File: src/rtl/tube_hit_scheduler_if.sv
// Readout and control bundle for the tube hit scheduler.
// The master side is the run controller plus downstream event buffer; the slave side is the scheduler.
interface tube_hit_scheduler_if #(
    parameter int N_TUBES  = 4,
    parameter int TS_WIDTH = 8
);
    localparam int CH_W = $clog2(N_TUBES);

    logic                enable;
    logic [N_TUBES-1:0]  tube_signal;
    logic [TS_WIDTH-1:0] counter;
    logic                hit_valid;
    logic                hit_ready;
    logic [CH_W-1:0]     hit_channel;
    logic [TS_WIDTH-1:0] hit_time;
    logic [N_TUBES-1:0]  overflow;
    logic                clear_overflow;

    modport master (
        output enable, tube_signal, hit_ready, clear_overflow,
        input  counter, hit_valid, hit_channel, hit_time, overflow
    );

    modport slave (
        input  enable, tube_signal, hit_ready, clear_overflow,
        output counter, hit_valid, hit_channel, hit_time, overflow
    );
endinterface

File: src/rtl/tube_hit_scheduler.sv
// Timestamps synchronized tube pulses into per-channel slots and drains them
// round-robin onto a single valid/ready readout port.
module tube_hit_scheduler #(
    parameter int N_TUBES  = 4,
    parameter int TS_WIDTH = 8
) (
    input  logic                 clk,
    input  logic                 rst,
    tube_hit_scheduler_if.slave  bus
);
    localparam int CH_W = $clog2(N_TUBES);

    typedef enum logic {
        ST_IDLE,
        ST_OFFER
    } state_t;

    state_t              state_q, state_d;
    logic [TS_WIDTH-1:0] counter_q, counter_d;
    logic [N_TUBES-1:0]  s1_q, s1_d, s2_q, s2_d, s3_q, s3_d;
    logic [N_TUBES-1:0]  pending_q, pending_d;
    logic [TS_WIDTH-1:0] slot_q [N_TUBES];
    logic [TS_WIDTH-1:0] slot_d [N_TUBES];
    logic [N_TUBES-1:0]  overflow_q, overflow_d;
    logic [CH_W-1:0]     ptr_q, ptr_d;
    logic                hit_valid_q, hit_valid_d;
    logic [CH_W-1:0]     hit_channel_q, hit_channel_d;
    logic [TS_WIDTH-1:0] hit_time_q, hit_time_d;

    logic [N_TUBES-1:0]  edge_det;
    logic [N_TUBES-1:0]  hs_mask;
    logic [N_TUBES-1:0]  lost;
    logic                handshake;
    logic                grant_found;
    logic [CH_W-1:0]     grant_ch;
    logic [CH_W-1:0]     cand;

    always_comb begin
        counter_d = bus.enable ? counter_q + 1'b1 : counter_q;
        s1_d      = bus.tube_signal;
        s2_d      = s1_q;
        s3_d      = s2_q;
        edge_det  = s2_q & ~s3_q;
    end

    // A hit landing on the channel that is completing its handshake this
    // cycle replaces the slot instead of counting as a collision.
    always_comb begin
        handshake = (state_q == ST_OFFER) && bus.hit_ready;
        hs_mask   = '0;
        if (handshake) hs_mask[hit_channel_q] = 1'b1;
        pending_d = pending_q;
        slot_d    = slot_q;
        lost      = '0;
        for (int i = 0; i < N_TUBES; i++) begin
            if (hs_mask[i]) pending_d[i] = 1'b0;
            if (edge_det[i] && bus.enable) begin
                if (pending_q[i] && !hs_mask[i]) begin
                    lost[i] = 1'b1;
                end else begin
                    slot_d[i]    = counter_q;
                    pending_d[i] = 1'b1;
                end
            end
        end
        overflow_d = (bus.clear_overflow ? '0 : overflow_q) | lost;
    end

    always_comb begin
        grant_found = 1'b0;
        grant_ch    = '0;
        cand        = '0;
        for (int off = 1; off <= N_TUBES; off++) begin
            cand = CH_W'((int'(ptr_q) + off) % N_TUBES);
            if (!grant_found && pending_q[cand]) begin
                grant_found = 1'b1;
                grant_ch    = cand;
            end
        end
    end

    always_comb begin
        state_d       = state_q;
        ptr_d         = ptr_q;
        hit_valid_d   = hit_valid_q;
        hit_channel_d = hit_channel_q;
        hit_time_d    = hit_time_q;
        case (state_q)
            ST_IDLE: begin
                hit_valid_d = 1'b0;
                if (grant_found) begin
                    hit_channel_d = grant_ch;
                    hit_time_d    = slot_q[grant_ch];
                    hit_valid_d   = 1'b1;
                    state_d       = ST_OFFER;
                end
            end
            ST_OFFER: begin
                if (handshake) begin
                    hit_valid_d = 1'b0;
                    ptr_d       = hit_channel_q;
                    state_d     = ST_IDLE;
                end
            end
            default: state_d = ST_IDLE;
        endcase
    end

    // Synchronizer flops reset high so a level held across reset is not a hit.
    always_ff @(posedge clk or posedge rst) begin
        if (rst) begin
            state_q       <= ST_IDLE;
            counter_q     <= '0;
            s1_q          <= '1;
            s2_q          <= '1;
            s3_q          <= '1;
            pending_q     <= '0;
            overflow_q    <= '0;
            ptr_q         <= CH_W'(N_TUBES - 1);
            hit_valid_q   <= 1'b0;
            hit_channel_q <= '0;
            hit_time_q    <= '0;
            for (int i = 0; i < N_TUBES; i++) slot_q[i] <= '0;
        end else begin
            state_q       <= state_d;
            counter_q     <= counter_d;
            s1_q          <= s1_d;
            s2_q          <= s2_d;
            s3_q          <= s3_d;
            pending_q     <= pending_d;
            overflow_q    <= overflow_d;
            ptr_q         <= ptr_d;
            hit_valid_q   <= hit_valid_d;
            hit_channel_q <= hit_channel_d;
            hit_time_q    <= hit_time_d;
            for (int i = 0; i < N_TUBES; i++) slot_q[i] <= slot_d[i];
        end
    end

    assign bus.counter     = counter_q;
    assign bus.hit_valid   = hit_valid_q;
    assign bus.hit_channel = hit_channel_q;
    assign bus.hit_time    = hit_time_q;
    assign bus.overflow    = overflow_q;
endmodule

File: src/flat_wrapper.sv
// flat-port wrapper written by rule: the top's interface ports become plain ports
module tube_hit_scheduler_flat 
#(
    parameter int N_TUBES  = 4,
    parameter int TS_WIDTH = 8
)
  (clk, rst, bus_enable, bus_tube_signal, bus_hit_ready, bus_clear_overflow, bus_counter, bus_hit_valid, bus_hit_channel, bus_hit_time, bus_overflow);
  tube_hit_scheduler_if #(.N_TUBES(N_TUBES), .TS_WIDTH(TS_WIDTH)) bus_i ();
  input  logic clk;
  input  logic rst;
  input wire logic [$bits(bus_i.enable)-1:0] bus_enable;
  input wire logic [$bits(bus_i.tube_signal)-1:0] bus_tube_signal;
  input wire logic [$bits(bus_i.hit_ready)-1:0] bus_hit_ready;
  input wire logic [$bits(bus_i.clear_overflow)-1:0] bus_clear_overflow;
  output wire logic [$bits(bus_i.counter)-1:0] bus_counter;
  output wire logic [$bits(bus_i.hit_valid)-1:0] bus_hit_valid;
  output wire logic [$bits(bus_i.hit_channel)-1:0] bus_hit_channel;
  output wire logic [$bits(bus_i.hit_time)-1:0] bus_hit_time;
  output wire logic [$bits(bus_i.overflow)-1:0] bus_overflow;
  assign bus_i.enable = bus_enable;
  assign bus_i.tube_signal = bus_tube_signal;
  assign bus_i.hit_ready = bus_hit_ready;
  assign bus_i.clear_overflow = bus_clear_overflow;
  assign bus_counter = bus_i.counter;
  assign bus_hit_valid = bus_i.hit_valid;
  assign bus_hit_channel = bus_i.hit_channel;
  assign bus_hit_time = bus_i.hit_time;
  assign bus_overflow = bus_i.overflow;
  tube_hit_scheduler #(.N_TUBES(N_TUBES), .TS_WIDTH(TS_WIDTH)) u_core (.clk(clk), .rst(rst), .bus(bus_i));
endmodule
File: config.mk
export PLATFORM = sky130hd
export DESIGN_NAME = tube_hit_scheduler_flat
export DESIGN_NICKNAME = d
export VERILOG_FILES = /design/src/rtl/tube_hit_scheduler_if.sv /design/src/rtl/tube_hit_scheduler.sv /design/src/flat_wrapper.sv
export SDC_FILE = /design/constraint.sdc
export NUM_CORES = 1
export LEC_CHECK = 0
export CORE_MARGIN = 5
export CORE_UTILIZATION = 55
export DETAILED_ROUTE_END_ITERATION = 7
export GPL_ROUTABILITY_DRIVEN = 0
export PLACE_DENSITY = 0.78
export SYNTH_ARGS = -nofsm -noshare
export SYNTH_HDL_FRONTEND = slang
export SYNTH_SLANG_ARGS = --single-unit
File: constraint.sdc
create_clock -name clk -period 3.3 [get_ports clk]
set_clock_uncertainty 0.15 [all_clocks]
set_input_delay 0.66 -clock clk [delete_from_list [all_inputs] [get_ports clk]]
set_output_delay 0.66 -clock clk [all_outputs]
set_load 0.005 [all_outputs]
Yosys cells after proc, flatten, opt, wreduce, memory -nomap -nowiden

Index checks and enable logic that the tools add are counted.

ROM bits: 0
Register bits: 74
Memories kept: 0
Bits in writable memories: 0
Latch bits: 0

Eq/ne operators: 1
Bitwise operators: 9
Reduce and logical (&&, ||, !) cells: 26
Shift operators: 0
Add/subtract/negate cells: 5
Multiply operators: 0
Div/mod/pow operators: 0
Mux-type cells: 48
Order comparisons: 7

Operators with widths:

| kind                                                                                | count |
|---|---|
| 1-bit two-way mux                                                                   | 32 |
| 8-bit binary-select mux with 2-bit select                                           | 1 |
| 8-bit two-way mux                                                                   | 2 |
| 2-bit by 3-bit less-than comparator with 1-bit output, second input constant        | 5 |
| 1-bit logical AND                                                                   | 13 |
| 2-bit AND reduction                                                                 | 6 |
| 8-bit by 1-bit adder with 8-bit output, second input constant                       | 1 |
| 1-bit binary-select mux with 2-bit select                                           | 4 |
| 2-bit two-way mux                                                                   | 4 |
| 4-bit two-way mux                                                                   | 2 |
| 1-bit logical NOT                                                                   | 7 |
| 1-bit inverter                                                                      | 5 |
| 2-bit by 1-bit adder with 2-bit output, second input constant                       | 2 |
| 2-bit adder, second input constant                                                  | 2 |
| 4-bit bitwise AND                                                                   | 1 |
| 4-bit inverter                                                                      | 1 |
| 4-bit bitwise OR                                                                    | 1 |
| 1-bit one-hot mux with 2 select lines                                               | 2 |
| 3-bit greater-or-equal comparator, second input constant                            | 1 |
| 2-bit inverter with 3-bit output                                                    | 1 |
| 1-bit demux with 2-bit select                                                       | 1 |
| 2-bit by 1-bit greater-or-equal comparator with 1-bit output, second input constant | 1 |
| 2-bit != test, second input constant                                                | 1 |

Logic depth before layout (Yosys ltp)

Word-level depth: 17
Mapped depth: 6
Depth with buffers taken out: 5

Worst setup path after synthesis

Ideal clock, no wire load.

Kind: in2reg
Start point: in bus_enable
End point: reg u_core.slot_q[0] (netlist name)
Library setup time: 0.125 ns
Stages on the path: 4
Data arrival time: 1.743 ns
Path buffers: 1
Data required time: 3.025 ns
Slack: 1.282 ns
Cell sequence: clkbuf_1 -> nand3b_1 -> a21oi_2 -> mux2_2

Longest elaborated chain between the ends: 2

RTL lines:

| item                                 | RTL line                 | source |
|---|---|---|
| start, declared                      | flat_wrapper.sv:11       | `input wire logic [$bits(bus_i.enable)-1:0] bus_enable;` |
| 1-bit logical AND                    | tube_hit_scheduler.sv:57 | `if (edge_det[i] && bus.enable) begin` |
| 2-bit AND reduction (no source line) | --                       |  |
| end, declared                        | tube_hit_scheduler.sv:22 | `logic [TS_WIDTH-1:0] slot_q [N_TUBES];` |

Every way passes these cells.
A chain may end at the register's enable or synchronous reset.

Worst setup path after layout

Start point: in bus_hit_ready
End point: reg u_core.slot_q[30] (netlist name)

Longest elaborated chain between the ends: 6

RTL lines:

| item                                 | RTL line                 | source |
|---|---|---|
| start, declared                      | flat_wrapper.sv:13       | `input wire logic [$bits(bus_i.hit_ready)-1:0] bus_hit_ready;` |
| 1-bit logical AND                    | tube_hit_scheduler.sv:49 | `handshake = (state_q == ST_OFFER) && bus.hit_ready;` |
| 4-bit two-way mux                    | tube_hit_scheduler.sv:51 | `if (handshake) hs_mask[hit_channel_q] = 1'b1;` |
| 1-bit logical NOT                    | tube_hit_scheduler.sv:58 | `if (pending_q[i] && !hs_mask[i]) begin` |
| 1-bit logical AND                    | tube_hit_scheduler.sv:58 |  |
| 1-bit inverter (no source line)      | --                       |  |
| 2-bit AND reduction (no source line) | --                       |  |

Every way passes these cells.

==> implementation parameters <==
Parameter                              Value

Die
  Initial cell density of the core    0.574
  Core outline area    5200 µm²
  Number of primary I/O pins    32
  X dimension of the die    83.7 µm
  Total die area    7000 µm²
  Number of placement rows    26
  Height of the die    83.7 µm

GRT
  Vias in the first global route    1851
  Antenna violations before repair    0
  First-pass GRT wire length    9720 µm
  Maximum number of pins on one net before global-route repair    30
  Total global-route track usage    0.183
  Grt ovf    0

Yosys
  Cell Area, Synth    2990 µm²
  Synth top area cells    dfrtp_1, mux2_2, dfstp_2
  Cell count after synthesis    219
  Yosys warns    0
  Seq/Total Area, Yosys    0.626
  Portion of synthesized cell area occupied by the leading cell type    0.503
  Distinct cells, synth    34
  Async SR Flop Fraction    1.00
  Number of flops mapped to enable cells by yosys    0
  Largest area contributor in the synthesized netlist    dfrtp_1
  Commonest cells post-synth    dfrtp_1, mux2_2, nand2_1
  Post-Syn Area per Cell    13.6 µm²
  Post-synthesis sequential element count    74
  Nets in the synthesized netlist    229
  Count leader, synth    dfrtp_1
  Most instantiated flip-flop cell in the synthesis netlist    dfrtp_1

Timing
  Hold Worst Slack    211 ps
  Total negative setup slack    0 ps
  F_max    420 MHz
  Max-slew violation total from the final report    0
  Least setup slack across all paths after layout    916 ps
  Share of the clock period used by the worst path after layout    0.722
  # setup viols final    0
  Total count of hold-check failures in the final report    0
  Worst slew margin relative to its limit    0.588
  Slew at the pin closest to its max-slew limit    617 ps
  Setup repair after global routing missed its margin    false
  Shortest period the worst path allows    2380 ps

Clock tree
  CTS hold repair buffers    0
  CTS buffer count    9
  Maximum buffer depth of the clock tree    2
  Number of H-tree branching levels    3
  Clock transition at path regs    80 ps
  Setup bufs post-CTS    0
  Clock insertion delay at the later pin of the skew report    350 ps
  Number of sinks driven by the clock tree    74
  Clock root cell    clkbuf_8
  Resized cells post-CTS    0
  Clock tree from TritonCTS    built

Routing
  Total number of vias    1834
  Drt pass-1 iters    4
  Detailed-route wire length    5800 µm
  Vias per inst    5.49
  Routed len/inst    17.4 µm
  Number of nets with antenna violations after routing    0
  Count of routing violations after the opening detailed-route iteration    91
  Remaining design rule violation count    0

Power and ir drop
  Share of power burned in registers    0.459
  Combinational share of power    0.322
  Internal Pwr Total    2.15 mW
  Net switching fraction of the power    0.331
  P_sw    1.07 mW
  Clock share of power    0.220
  Worst-case vdd ir drop    0.436 mV
  Total leakage power    1.59 nW
  Power per cell area    894 nW/µm²

Finish
  Antenna diodes    0
  Filler cells    355
  Design Area, Final    3600 µm²
  Area Overhead vs Synth    20.7%
  Post-layout net count    269
  Fraction of final layout cells with drive strength greater than 1    0.280
  Final standard cell count with taps included and fillers excluded    334

Setup path
  Category of the critical setup timing path    primary input to register
  Data arrival time at the worst-slack endpoint    2470 ps
  Maximum fanout along the worst path    8
  Ordered list of cells on the worst path    clkdlybuf4s50_1, nand2_1, o31ai_1, nor2b_1, buf_4, mux2_2
  Delay of the slowest cell on the worst path    540 ps
  Data required time at the worst endpoint    3380 ps
  Crit start category    primary input
  Buf/Inv on CP    2
  Critical path's top delay family    buffers and inverters
  Critical path capture point type    register
  CP max-delay cell    clkdlybuf4s50_1

Flow run
  Max-cap check violation count    0

Min path
  Min-Delay Path Class    register to register

Placed design
  Setup slack after placement    567 ps
  IO buf count    31
  Instance area at placement    3400 µm²
  DP Wirelength    3750 µm
  Placed Instances    318

Status
  Run status    finished, final reports clean
## metal layers
layer,track usage,part of all wire
met1,0.264,0.48
met2,0.255,0.45
met3,0.0563,0.052
met4,0.0775,0.017
met5,0,0
## placed cells by master, fill, tap and decap left out, drive strengths merged
cell,instances
clkdlybuf4s50,31
nor2b,3
o21ai,4
mux2i,17
inv,7
ha,1
clkinvlp,1
xnor2,4
o22ai,4
or2,3
xor2,3
buf,6
dfrtp,60
o221ai,9
nand2,25
nand2b,2
mux2,33
clkbuf,11
o31ai,1
or2b,1
nand3,3
a21oi,2
nand4,3
o211ai,1
nor2,4
dfstp,14
o21a,1
clkinv,3
nand3b,4
a221oi,2
nor3,1
## layout make-up
| class | instances | area [µm²] | share of cell area |
|---|---|---|---|
| Tap cell | 70 | 87.6 | 0.0243 |
| Clock inverter | 5 | 32.5 | 0.00903 |
| Multi-Input combinational cell | 131 | 1050 | 0.291 |
| Inverter | 6 | 22.5 | 0.00625 |
| Sequential cell | 74 | 1870 | 0.519 |
| Timing Repair Buffer | 37 | 368 | 0.102 |
| Clock buffer | 11 | 174 | 0.0483 |
## flip-flops by register name, summed over array words and instances (netlist names)
| name | cells |
|---|---|
| u_core.bus.counter | 8 |
| u_core.bus.hit_time | 8 |
| u_core.bus.hit_valid | 1 |
| u_core.s1_q | 4 |
| u_core.s3_q | 4 |
| u_core.bus.hit_channel | 2 |
| u_core.ptr_q | 2 |
| u_core.bus.overflow | 4 |
| u_core.slot_q | 32 |
| u_core.state_q | 1 |
| u_core.s2_q | 4 |
| u_core.pending_q | 4 |
## power groups by stage
stage / registers, mW / clock network, mW / logic (mW)
final: 1.48 / 0.707 / 1.04
after detailed placement: 1.49 / 0 / 1.03
after CTS: 1.47 / 0.722 / 1.05
after global placement: 1.48 / 0 / 1.01
after global routing: 1.52 / 0.774 / 1.13
after floorplan: 1.42 / 0 / 0.717
## stage by stage
| stage | utilization | power (mW) |
|---|---|---|
| global placement | 0.652 | 2.49 |
| CTS | 0.692 | 3.24 |
| global route | 0.692 | 3.42 |
| floorplan | - | 2.14 |
| finish | 0.692 | 3.22 |
| detailed placement | 0.652 | 2.52 |
## cells by family (layout without fill, tap and decap cells)
group,count (synthesis),count (layout),synth area share
xor gates and xnor gates,7,7,0.0205
DFF,74,74,0.626
adders and majority gates,1,1,0.00419
AOI/OAI and AO/OA,24,24,0.0654
and+or+nand+nor,49,49,0.0796
muxes,50,50,0.181
buffers and inverters,14,59,0.0226
## worst paths after layout
check | end | slack, ps | start | cells past startpoint
worst max register to register | u_core.bus.hit_time[1]$_DFFE_PP0P_ | 1030 | u_core.pending_q[3]$_DFF_PP0_ | 5
max in group asynchronous | u_core.s1_q[0]$_DFF_PP1_ | 1710 | rst | 3
worst min register to register | u_core.s2_q[0]$_DFF_PP1_ | 210 | u_core.s1_q[0]$_DFF_PP1_ | 0
worst min-delay path | u_core.s2_q[0]$_DFF_PP1_ | 210 | u_core.s1_q[0]$_DFF_PP1_ | 0
min in group asynchronous | u_core.slot_q[17]$_DFFE_PP0P_ | 550 | rst | 2
worst max-delay path | u_core.slot_q[30]$_DFFE_PP0P_ | 920 | bus_hit_ready | 6
No activity file was read; power rests on OpenSTA's default activity.
